===== config.mk =====
export PLATFORM = sky130hd
export DESIGN_NAME = adbg_top_select
export DESIGN_NICKNAME = d
export VERILOG_FILES = /design/src/rtl/adbg_top_select.sv
export SDC_FILE = /design/constraint.sdc
export NUM_CORES = 1
export LEC_CHECK = 0
export ABC_CLOCK_PERIOD_IN_PS = 2100
export BUFFER_PORTS_ARGS = -buffer_cell sky130_fd_sc_hd__buf_4
export CORE_ASPECT_RATIO = 0.8
export CORE_MARGIN = 8
export CORE_UTILIZATION = 46
export CTS_CLUSTER_DIAMETER = 200
export DETAILED_ROUTE_END_ITERATION = 6
export GPL_TIMING_DRIVEN = 0
export PLACE_DENSITY = 0.75
export SYNTH_ARGS = -nofsm -noshare
export SYNTH_HDL_FRONTEND = slang
export SYNTH_SLANG_ARGS = --single-unit

===== constraint.sdc =====
create_clock -name tck_i -period 2.1 [get_ports tck_i]
set_input_delay 0.315 -clock tck_i [delete_from_list [all_inputs] [get_ports tck_i]]
set_output_delay 0.315 -clock tck_i [all_outputs]
set_load 0.02 [all_outputs]

===== src/rtl/adbg_top_select.sv =====
// Top-level chain selector for the advanced debug interface: main data register,
// module select decode with inhibit and range errors, status word and TDO mux.
module adbg_top_select #(
    parameter int NB_MODULES    = 4,
    parameter int MODULE_ID_LEN = 2,
    parameter int DATAREG_LEN   = 64
) (
    input  logic                     tck_i,
    input  logic                     rst_i,
    input  logic                     tdi_i,
    output logic                     tdo_o,
    input  logic                     shift_dr_i,
    input  logic                     capture_dr_i,
    input  logic                     update_dr_i,
    input  logic                     debug_select_i,
    output logic [DATAREG_LEN-1:0]   data_register_o,
    output logic [NB_MODULES-1:0]    module_select_o,
    input  logic [NB_MODULES-1:0]    module_inhibit_i,
    input  logic [NB_MODULES-1:0]    module_tdo_i,
    output logic [MODULE_ID_LEN-1:0] module_id_o,
    output logic                     module_valid_o,
    output logic                     sel_err_o
);
    localparam int STATUS_LEN = MODULE_ID_LEN + 4;
    localparam int ID_SPAN    = 2 ** MODULE_ID_LEN;

    logic [DATAREG_LEN-1:0]   sr;
    logic [MODULE_ID_LEN-1:0] id;
    logic                     valid;
    logic                     err_range;
    logic                     err_inhibit;
    logic [STATUS_LEN-1:0]    st;

    logic                     do_shift;
    logic                     do_capture;
    logic                     do_select;
    logic                     any_inhibit;
    logic                     id_out_of_range;
    logic [MODULE_ID_LEN-1:0] cmd_id;
    logic [ID_SPAN-1:0]       tdo_padded;

    assign do_shift        = debug_select_i & shift_dr_i;
    assign do_capture      = debug_select_i & capture_dr_i;
    assign do_select       = debug_select_i & update_dr_i & sr[DATAREG_LEN-1];
    assign cmd_id          = sr[DATAREG_LEN-2 -: MODULE_ID_LEN];
    assign any_inhibit     = |module_inhibit_i;
    // Widened by one bit so NB_MODULES == 2**MODULE_ID_LEN is representable.
    assign id_out_of_range = {1'b0, cmd_id} >= (MODULE_ID_LEN+1)'(NB_MODULES);

    // NOTE: state registers use non-blocking assignments so every flop samples
    // the pre-edge values, independent of block evaluation order.
    always_ff @(posedge tck_i or posedge rst_i) begin
        if (rst_i) begin
            sr <= '0;
        end else if (do_shift) begin
            sr <= {tdi_i, sr[DATAREG_LEN-1:1]};
        end
    end

    always_ff @(posedge tck_i or posedge rst_i) begin
        if (rst_i) begin
            id          <= '0;
            valid       <= 1'b0;
            err_range   <= 1'b0;
            err_inhibit <= 1'b0;
        end else if (do_select) begin
            if (any_inhibit) begin
                err_inhibit <= 1'b1;
            end else if (id_out_of_range) begin
                id          <= cmd_id;
                valid       <= 1'b0;
                err_range   <= 1'b1;
                err_inhibit <= 1'b0;
            end else begin
                id          <= cmd_id;
                valid       <= 1'b1;
                err_range   <= 1'b0;
                err_inhibit <= 1'b0;
            end
        end
    end

    // Capture sees the selection state from before a coincident update.
    always_ff @(posedge tck_i or posedge rst_i) begin
        if (rst_i) begin
            st <= '0;
        end else if (do_capture) begin
            st <= {id, any_inhibit, err_inhibit, err_range, valid};
        end else if (do_shift) begin
            st <= {1'b0, st[STATUS_LEN-1:1]};
        end
    end

    for (genvar i = 0; i < NB_MODULES; i++) begin : g_sel
        assign module_select_o[i] = valid && (id == MODULE_ID_LEN'(i));
    end

    // NOTE: every always_comb output gets a default first so no path leaves it
    // unassigned, which would otherwise infer a latch.
    always_comb begin
        tdo_padded                 = '0;
        tdo_padded[NB_MODULES-1:0] = module_tdo_i;
        tdo_o                      = valid ? tdo_padded[id] : st[0];
    end

    assign data_register_o = sr;
    assign module_id_o     = id;
    assign module_valid_o  = valid;
    assign sel_err_o       = err_range | err_inhibit;
endmodule


# Word-level counts from Yosys, hierarchy flattened

Index checks and enable logic that the tools add are counted.

Bits in registers: 74
Bits in latches: 0
RAM bits: 0
Bits in read-only memories: 0
Output and inout bits: 73
Word-level logic and storage cells: 28
Memories kept: 0

Add/subtract/negate cells: 0
$mul: 0
Divide/modulo/power cells: 0
Magnitude comparators: 1
Equal/unequal tests: 3
Shift-type cells: 0
Multiplexer cells: 6
Bitwise gates (word level): 5
Reduce and logical (&&, ||, !) cells: 8

Operator list:

| kind                 | count |
|---|---|
| $mux W6              | 2 |
| $and A1 B1 Y1        | 4 |
| $eq A2 B2 Y1 const B | 2 |
| $logic_and A1 B1 Y1  | 4 |
| $reduce_or A4 Y1     | 1 |
| $lt A2 B3 Y1 const B | 1 |
| $mux W1              | 3 |
| $bmux W1 S2          | 1 |
| $eq A2 B1 Y1 const B | 1 |
| $logic_not A2 Y1     | 1 |
| $reduce_and A2 Y1    | 1 |
| $reduce_bool A2 Y1   | 1 |
| $not A1 Y1           | 1 |

# Logic depth before layout (Yosys ltp)

Depth in word-level cells: 3
Gate-level depth with buffers: 6

# Worst setup path after synthesis

OpenSTA, ideal clock, no wires.

Path type: reg2out
Start point: register id[1] (netlist: module_id_o[1])
End point: output port tdo_o
Arrival: 1.179 ns
Data required time: 1.785 ns
Setup slack: 0.606 ns
Stages on the path, launching flop included: 4
Path buffers: 1
Cell sequence: dfrtp_1 clkbuf_1 mux2i_1 o221ai_1

Word-level cells in the longest chain between the ends: 3

Ends and longest elaborated chain:

| item                          | RTL line | text |
|---|---|---|
| start: declaration            | 28       | `logic [MODULE_ID_LEN-1:0] id;` |
| start signal: assignment      | 70       | `id <= cmd_id;` |
| start signal: assignment      | 75       | `id <= cmd_id;` |
| $bmux W1 S2                   | 103      | `tdo_o = valid ? tdo_padded[id] : st[0];` |
| $mux W1 (not written as such) | 103      |  |
| $mux W1                       | 103      |  |
| end: declaration              | 11       | `output logic tdo_o,` |

No other way between the ends. The select of a mux whose other input is x is not followed.

# Worst setup path in the final report

Ends and elaborated chain as after synthesis.

==> reports/metrics.cfg <==
[worst_setup_path]
start_kind=flop
path_max_fanout=6
path_cells=clkbuf_1 > mux2i_1 > o221ai_1 > buf_4
cp_data_arrival_time_ns=1.50
critPathKind=reg2out
cp_data_required_time_ns=1.78
end_kind=output port
cp_slowest_stage_delay_ns=0.35
critical-path-top-delay-family=buffers and inverters
crit_slowest_cell=dfrtp_1
crit_buf_inv=2

[global_route]
grt-ovfl-total=0
grt_pass1_wl_um=9920
grt_most_used_layer=met2
grt.total_usage=0.136
grt_max_degree=39
use_met3=0.0831
grt_pass1_vias=1935
use_met1=0.161
grt_use_met2=0.200
antenna_found_initial=0

[timing]
slew_headroom=0.466
tightest_slew_ns=0.799
final.period_utilization=0.865
skew_ns=0.00516
tns_ns=0
setup_viol=0
rsz0062_at_grt=false
whs_ns=0.118
slew_viol_final=0
max_freq_mhz=550
hold_viol=0
post-route-min-period_ns=1.82

[yosys]
ys_ff_latch=74
netlist_area_um2=2960
synthDistinctLibCells=25
yosysWarnings=0
syn-num-nets=205
synthSimpleGateAreaFrac=0.0312
synth_top_area_frac=0.625
synth_largest_area_cell=dfrtp_1
synthAdderAreaFrac=0
synth.area.mux_share=0.278
synthTopCellsByArea=dfrtp_1 62%, mux2_2 19%, mux2_4 8.1%
synth-seq-area-share=0.625
synth_top_family_by_area=multiplexers
synth_cells=190
synth_xor_area_frac=0
synth_compound_area_frac=0.0376
syn_avg_cell_area_um2=15.6

[drt]
post_drt_wl_per_cell_um=15.8
postRouteAntennaNets=0
wl_um=5970
drcViolationCount=0
dr.first_iter.drc_count=31
vias=1829
dr.pass1.iters=4
vias_per_cell=4.85

[placed_design]
port_buffers=86
postPlaceCellArea_um2=3740
dp_hpwl_um=4460
place.gp.congestion=0.767

[outcome]
status=complete, no violations

[finish]
drive_gt1_frac=0.625
final_nets=303
postLayoutCellArea_um2=3950
synthToLayoutAreaGrowth_pct=33.3
antenna_cells=0

[cts]
clockBufferDepth=2
numClockSinks=74
post-cts-setup-buffers=0
clock-root-buffer=clkbuf_8
cts_tree=built
cts.clk_slew.worst_paths_ns=0.07
h-tree-depth=3
cts_buffers=9
clk_latency_ns=0.34
post_cts_resized=0
hold_buffers=0

[floorplan]
num_rows=26
pin_count=88
dieArea_um2=9280
die_w_um=106
start_util=0.470
core-area_um2=6310
fp.dieH_um=87.8

[power_and_ir_drop]
vdd_drop_max_mv=0.794
power_density_nw_per_um2=932
p_leak_nw=2.09

[flow_run]
cap_viol_max_count=0

[worst_hold_path]
hp-class=in2async

cells by family after synthesis:
family	after synthesis
compound gates	18
buf+inv	14
mux	68
simple gates	16
flops	74
sequential cells by signal (all words and copies together), names as in the netlist:
| name | count |
|---|---|
| err_inhibit | 1 |
| module_id_o | 2 |
| st | 6 |
| data_register_o | 64 |
| module_valid_o | 1 |
metrics by stage:
stage / std cells / power [mW] / setup WS [ns] / utilization
global route: 377 / 3.88 / 0.146 / 0.626
floorplan: 190 / 2.21 / 0.606 / -
CTS: 377 / 3.74 / 0.262 / 0.626
global placement: 360 / 2.57 / 0.454 / 0.589
finish: 377 / 3.69 / 0.283 / 0.626
detailed placement: 361 / 2.59 / 0.507 / 0.592
synth_stat cells, drive strengths merged:
cell type	n
o2bb2ai	1
a31oi	1
o21ai	3
o22ai	7
inv	4
nand2	4
or2	1
dfrtp	74
a31o	1
mux2	66
o221ai	1
nor4	1
and4	1
nand2b	2
buf	9
nor2	6
a21oi	4
nand3	1
mux2i	2
clkbuf	1
layout make-up:
cell class,count,area [µm²]
multi-input cells,102,1030
well taps,84,105
inverters,4,18.8
fillers,500,2360
clock inverters,4,48.8
flip-flops and latches,74,1850
plain buffers,10,70.1
clock buffers,12,165
repair buffers,87,666
metal layers:
metal | vias up | part of all wire | routed length, µm
li1 | 868 | - | -
met1 | 893 | 0.44 | 2610
met2 | 60 | 0.45 | 2680
met3 | 8 | 0.11 | 636
met4 | 0 | 0.0089 | 53
met5 | - | 0 | 0
cell usage in the layout, fill, tap and decap left out, drive strengths merged:
cell type	instances
a21oi	4
a31o	1
a31oi	1
and4	1
buf	96
bufinv	1
clkbuf	13
clkinv	3
clkinvlp	1
dfrtp	74
inv	3
mux2	66
mux2i	2
nand2	4
nand2b	2
nand3	1
nor2	6
nor4	1
o21ai	3
o221ai	1
o22ai	7
o2bb2ai	1
or2	1
report_power, final:
group / switching (mW) / internal (mW) / total (mW)
combinational: 0.425 / 0.395 / 0.820
sequential: 0.138 / 1.60 / 1.73
clock: 0.488 / 0.644 / 1.13
total: 1.05 / 2.63 / 3.69
path summary, 6_finish.rpt:
path,startpoint,to,slack (ns),cells after the start
max,module_id_o[1],tdo_o,0.28,4
min,rst_i,data_register_o[32],0.12,2
max in group asynchronous,rst_i,st[1],1.35,3
min in group tck_i,tdi_i,data_register_o[63],0.22,2
max reg2reg,data_register_o[63],module_id_o[0],0.97,2
min reg2reg,st[5],st[5],0.49,2
No activity file was read; power rests on OpenSTA's default activity.
